## src/rtl/jtframe_spi_loader.sv

```systemverilog
// SPI master emulating the MC2 I/O controller ROM download:
// sends start frame, data frame from a byte source, end frame.
module jtframe_spi_loader #(
  parameter int CLKDIV = 4,
  parameter int SS_GAP = 8
) (
  input  logic        clk_sys,
  input  logic        rst_n,
  input  logic        start,
  input  logic [21:0] len,
  output logic        src_req,
  output logic [21:0] src_addr,
  input  logic        src_ok,
  input  logic [7:0]  src_data,
  output logic        busy,
  output logic        done,
  output logic        SPI_SS2,
  output logic        SPI_SCK,
  output logic        SPI_DI
);

  typedef enum logic [2:0] {
    IDLE, SEL_A, GAP_A, SEL_B, GAP_B, SEL_C
  } state_t;

  state_t      state, state_nx;
  logic [15:0] div, div_nx;
  logic [15:0] gcnt, gcnt_nx;
  logic [2:0]  bitc, bitc_nx;
  logic [21:0] bytec, bytec_nx;
  logic [21:0] len_r, len_nx;
  logic [7:0]  sh, sh_nx;
  logic [7:0]  buf_d, buf_nx;
  logic        buf_full, buf_full_nx;
  logic        stall, stall_nx;
  logic        req_nx, busy_nx, done_nx;
  logic        ss2_nx, sck_nx, di_nx;
  logic [21:0] addr_nx;

  logic        load, last, avail;
  logic [21:0] load_j;
  logic [7:0]  din, b;

  always_ff @(posedge clk_sys or negedge rst_n) begin
    if (!rst_n) begin
      state    <= IDLE;
      div      <= '0;
      gcnt     <= '0;
      bitc     <= '0;
      bytec    <= '0;
      len_r    <= '0;
      sh       <= '0;
      buf_d    <= '0;
      buf_full <= 1'b0;
      stall    <= 1'b0;
      src_req  <= 1'b0;
      src_addr <= '0;
      busy     <= 1'b0;
      done     <= 1'b0;
      SPI_SS2  <= 1'b1;
      SPI_SCK  <= 1'b0;
      SPI_DI   <= 1'b0;
    end else begin
      state    <= state_nx;
      div      <= div_nx;
      gcnt     <= gcnt_nx;
      bitc     <= bitc_nx;
      bytec    <= bytec_nx;
      len_r    <= len_nx;
      sh       <= sh_nx;
      buf_d    <= buf_nx;
      buf_full <= buf_full_nx;
      stall    <= stall_nx;
      src_req  <= req_nx;
      src_addr <= addr_nx;
      busy     <= busy_nx;
      done     <= done_nx;
      SPI_SS2  <= ss2_nx;
      SPI_SCK  <= sck_nx;
      SPI_DI   <= di_nx;
    end
  end

  always_comb begin
    state_nx    = state;
    div_nx      = div;
    gcnt_nx     = gcnt;
    bitc_nx     = bitc;
    bytec_nx    = bytec;
    len_nx      = len_r;
    sh_nx       = sh;
    buf_nx      = buf_d;
    buf_full_nx = buf_full;
    stall_nx    = stall;
    req_nx      = src_req;
    addr_nx     = src_addr;
    busy_nx     = busy;
    done_nx     = 1'b0;
    ss2_nx      = SPI_SS2;
    sck_nx      = SPI_SCK;
    di_nx       = SPI_DI;
    load        = 1'b0;
    load_j      = bytec + 22'd1;
    b           = 8'h53;
    avail       = buf_full | (src_req & src_ok);
    din         = buf_full ? buf_d : src_data;
    last        = (state == SEL_B) ? (bytec == len_r)
                                   : (bytec == 22'd1);

    if (src_req && src_ok) begin
      req_nx      = 1'b0;
      buf_nx      = src_data;
      buf_full_nx = 1'b1;
    end

    unique case (state)
      IDLE: begin
        if (start && !done) begin
          len_nx      = len;
          busy_nx     = 1'b1;
          ss2_nx      = 1'b0;
          buf_full_nx = 1'b0;
          state_nx    = SEL_A;
          load        = 1'b1;
          load_j      = '0;
        end
      end
      GAP_A, GAP_B: begin
        if (gcnt == 16'(SS_GAP - 1)) begin
          gcnt_nx  = '0;
          ss2_nx   = 1'b0;
          load     = 1'b1;
          load_j   = '0;
          state_nx = (state == GAP_B || len_r == '0) ? SEL_C : SEL_B;
        end else begin
          gcnt_nx = gcnt + 16'd1;
        end
      end
      default: begin
        if (stall) begin
          if (avail) begin
            stall_nx = 1'b0;
            load     = 1'b1;
          end
        end else if (div == 16'(CLKDIV - 1)) begin
          div_nx = '0;
          sck_nx = !SPI_SCK;
          if (SPI_SCK) begin
            if (bitc != 3'd7) begin
              bitc_nx = bitc + 3'd1;
              sh_nx   = {sh[6:0], 1'b0};
              di_nx   = sh[6];
            end else if (last) begin
              ss2_nx  = 1'b1;
              gcnt_nx = '0;
              if (state == SEL_C) begin
                state_nx = IDLE;
                busy_nx  = 1'b0;
                done_nx  = 1'b1;
              end else begin
                state_nx = (state == SEL_A) ? GAP_A : GAP_B;
              end
            end else if (state == SEL_B && !avail) begin
              // underrun: park with SCK low until the byte arrives
              stall_nx = 1'b1;
            end else begin
              load = 1'b1;
            end
          end
        end else begin
          div_nx = div + 16'd1;
        end
      end
    endcase

    if (load) begin
      if (state_nx == SEL_A)
        b = (load_j == '0) ? 8'h53 : 8'hFF;
      else if (state_nx == SEL_C)
        b = (load_j == '0) ? 8'h53 : 8'h00;
      else
        b = (load_j == '0) ? 8'h54 : din;
      if (state_nx == SEL_B) begin
        if (load_j != '0) buf_full_nx = 1'b0;
        // prefetch the byte after the one now starting
        if (load_j < len_nx) begin
          req_nx  = 1'b1;
          addr_nx = load_j;
        end
      end
      sh_nx    = b;
      di_nx    = b[7];
      div_nx   = '0;
      bitc_nx  = '0;
      bytec_nx = load_j;
      sck_nx   = 1'b0;
    end
  end

endmodule

```

## config.mk

```make
export PLATFORM = sky130hd
export DESIGN_NAME = jtframe_spi_loader
export DESIGN_NICKNAME = d
export VERILOG_FILES = /design/src/rtl/jtframe_spi_loader.sv
export SDC_FILE = /design/constraint.sdc
export NUM_CORES = 1
export LEC_CHECK = 0
export ABC_AREA = 0
export BUFFER_PORTS_ARGS = -buffer_cell sky130_fd_sc_hd__clkbuf_2
export CAP_MARGIN = 20
export CORE_ASPECT_RATIO = 1.1
export CORE_MARGIN = 2
export CORE_UTILIZATION = 35
export DETAILED_ROUTE_END_ITERATION = 8
export GPL_ROUTABILITY_DRIVEN = 0
export SLEW_MARGIN = 20
export SYNTH_ARGS = -nofsm -noshare
export SYNTH_HDL_FRONTEND = slang
export SYNTH_SLANG_ARGS = --single-unit
```

## constraint.sdc

```tcl
create_clock -name clk_sys -period 8.71 [get_ports clk_sys]
set_input_delay 1.742 -clock clk_sys [delete_from_list [all_inputs] [get_ports clk_sys]]
set_output_delay 1.742 -clock clk_sys [all_outputs]
set_load 0.05 [all_outputs]
```

==> run_results.csv <==
group,metric,value,unit
outcome,status,"finished, final reports clean",
timing,setup_tns,0,ps
timing,rsz0062_at_grt,"false",
drt,viasPerCell,5.29,
logic_synthesis,synth_cells,766,
job,max_cap_viol_count,0,
logic_synthesis,synthXorXnorAreaFrac,4.85,%
logic_synthesis,syn_avg_cell_area,10.1,sq um
critical_path,crit_family,"compound AO/OA/AOI/OAI gates",
critical_path,cp-end-kind,"flip-flop",
critical_path,slowest_delay,570,ps
clock_network,clock_latency,420,ps
drt,routed_wl,18700,microns
critical_path,path_cells,"clkbuf_2 -> nor2b_1 -> o31ai_2 -> a21oi_4 -> buf_4 -> nor2_1 -> ha_1 -> a21o_1 -> a21o_1 -> a21oi_1 -> a2bb2oi_1 -> a21oi_1 -> or3_1 -> a2111oi_4 -> buf_4 -> mux2_2",
critical_path,r2r_cells,15,
pwr,leakagePower,0.00419,uW
drt,ant_nets,0,
clock_network,cts_max_path_buffers,2,
critical_path,reg2reg_slack,3710,ps
clock_network,clock-sinks,127,
logic_synthesis,synth_top_family_by_area,"simple AND/OR/NAND/NOR gates",
drt,drt_iter0_drc,385,
placement,place.port_buffers,61,
logic_synthesis,yosysTopAreaCell,"dfrtp_1",
logic_synthesis,synth_edf_count,0,
logic_synthesis,synth_warnings,0,
drt,remaining_drc_errors,0,
timing,hold_viol_final,0,
die,die_h,160,microns
critical_path,rr_endpoint,"src_addr[2]$_DFFE_PN0P_",
global_routing,grt_max_degree,77,
timing,whs,490,ps
die,num_rows,57,
logic_synthesis,synth_cell_type_count,75,
critical_path,path_buf_inv,3,
clock_network,postCtsHoldBufs,0,
logic_synthesis,netlist.area_leader.share,40.6,%
logic_synthesis,synth_seq_cells,127,
pwr,p_per_area,197,nW/um^2
logic_synthesis,postSynth.asyncResetShare,100,%
logic_synthesis,synth_fa_ha_area_share,4.19,%
hold_path,hp-class,"reg2reg",
clock_network,clk_pin_slew_worst_paths,60,ps
critical_path,critPathMaxFanout,32,
critical_path,worstPathArrival,5770,ps
logic_synthesis,synthSimpleGateAreaFrac,19.3,%
cells_and_area,final_util,40.4,%
timing,max_freq,183,MHz
die,core,21900,sq um
clock_network,cts-htree-levels,4,
placement,place_hpwl,13400,microns
cells_and_area,fill_cells,2149,
die,dieWidth,146,microns
die,dieArea,23400,sq um
cells_and_area,final_cell_mix,"dfrtp_1 (126), nor2_1 (66), clkbuf_2 (60)",
cells_and_area,diodes,0,
critical_path,start_kind,"primary input",
cells_and_area,final_common_cell,"dfrtp_1",
hold_path,min_path_cells,1,
timing,setup_viol,0,
clock_network,cts_tree,"built",
global_routing,grt_pass1_vias,5773,
timing,fin_crit,5470,ps
global_routing,grt_use_total,16.6,%
hold_path,hp-start,"gcnt[15]$_DFFE_PN0P_",
timing,final_max_slew_viol_count,0,
drt,via_count,5904,
timing,post-route-period-util,62.8,%
pwr,peakVddDrop,0.120,mV
cells_and_area,nets,868,
global_routing,grt_overflow_total,0,
clock_network,cts_resized,0,
timing,skew,14.1,ps
logic_synthesis,synthesis.nets,826,
hold_path,holdPathEnd,"gcnt[15]$_DFFE_PN0P_",
logic_synthesis,synth_area_leaders,"dfrtp_1 (41%), mux2i_1 (5.0%), ha_1 (4.2%), mux2_4 (3.7%), xor2_1 (3.3%)",
global_routing,antenna_found_initial,0,
cells_and_area,drive_gt1_share,18.6,%
critical_path,worst_path_max_delay_cell,"a2111oi_4",
critical_path,required,9010,ps
die,start_util,35.4,%
placement,place_ws,2820,ps
logic_synthesis,syn_area,7760,sq um
clock_network,post-cts-setup-buffers,0,
logic_synthesis,muxShareOfSynthArea,13.8,%
logic_synthesis,synth_flop_cell,"dfrtp_1",
critical_path,r2r-start,"bytec[3]$_DFFE_PN0N_",
critical_path,critPathKind,"in2reg",
die,pin_count,62,
logic_synthesis,synth_compound_area_share,12.5,%
drt,drtPass1Iterations,6,
clock_network,cts_inserted_buffers,17,
logic_synthesis,synth-seq-area-share,41.0,%
global_routing,grt_pass1_wl,31200,microns
timing,slew_headroom,35.0,%
cells_and_area,areaGrowthSynthToFinish,14.1,%
timing,worst_slew_pin_slew,976,ps
timing,finalWorstSetupSlack,3240,ps
drt,wire_per_inst,16.8,microns
clock_network,root_buffer,"clkbuf_16",
critical_path,path_depth,16,
## state kept, by name (all words and copies together), names as in the netlist
signal    cells
busy          1
bitc          3
SPI_DI        1
len_r        22
src_addr     22
buf_full      1
div          16
done          1
buf_d         8
src_req       1
state         3
SPI_SS2       1
SPI_SCK       1
bytec        22
sh            7
stall         1
gcnt         16
## metrics by stage
step,instance area (sq um),power (uW),std cells
6_report,8850,1740,1116
5_1_grt,8850,1840,1116
4_1_cts,8820,1760,1115
3_5_place_dp,8240,1050,1083
3_3_place_gp,8240,1040,1083
2_1_floorplan,7760,941,766
## logic make-up (layout without fill, tap and decap cells)
family / after synthesis / count (layout)
muxes: 93 / 93
DFF: 127 / 127
AOI/OAI and AO/OA: 139 / 139
xor gates and xnor gates: 43 / 43
buffers and inverters: 71 / 126
and+or+nand+nor: 267 / 267
adders and majority gates: 26 / 26
## how the worst max path moves through the flow
| stage | startpoint | to | slack (ps) |
|---|---|---|---|
| floorplan | start | src_addr[10]$_DFFE_PN0P_ | 3350 |
| global placement | start | src_addr[2]$_DFFE_PN0P_ | 2870 |
| detailed placement | start | src_addr[2]$_DFFE_PN0P_ | 2820 |
| CTS | start | src_addr[2]$_DFFE_PN0P_ | 3260 |
| global route | start | src_addr[2]$_DFFE_PN0P_ | 2970 |
| finish | start | src_addr[2]$_DFFE_PN0P_ | 3240 |
## metal layers
layer,part of all wire [%],vias up,global-route usage (%)
met2,50,91,27.8
li1,-,2868,-
met5,0,-,0
met1,46,2922,21.9
met4,1.7,0,5.16
met3,3.0,23,3.23
## area by class of cell
cell class / count / area (sq um) / area share [%]
clock inverter: 11 / 114 / 1.29
timing repair buffer: 68 / 384 / 4.34
clock buffer: 21 / 470 / 5.31
tap: 295 / 369 / 4.17
multi-input combinational: 568 / 4240 / 47.9
inverter: 26 / 97.6 / 1.10
sequential: 127 / 3180 / 35.9
## Yosys cell counts (3+ instances only)
cell	instances
o21ai_0	35
o21ai_1	10
buf_6	5
inv_1	26
nor3b_1	4
buf_1	5
mux2_2	13
nor2_1	66
nor2b_1	10
nand2b_1	10
a22oi_1	3
xnor2_1	14
mux2_4	19
a21o_1	11
clkbuf_1	16
a31oi_1	6
and3b_1	3
buf_4	6
a211oi_1	3
o31ai_1	10
dfrtp_1	126
o2111ai_1	5
buf_2	13
nor4_2	4
a22o_1	3
nor3_1	8
ha_1	26
mux2_1	22
and4_1	4
or3_1	5
nand4b_1	17
nand3_1	28
nand2_1	44
nor4_1	8
xor2_1	29
o2bb2ai_1	3
nand4_1	12
and3_1	26
a21oi_1	22
and2_1	4
mux2i_1	39
## report_power, final
part | internal (uW) | switching (uW)
combinational | 127 | 175
sequential | 657 | 82.4
clock | 440 | 262
total | 1220 | 519
No activity file was read; power rests on OpenSTA's default activity.
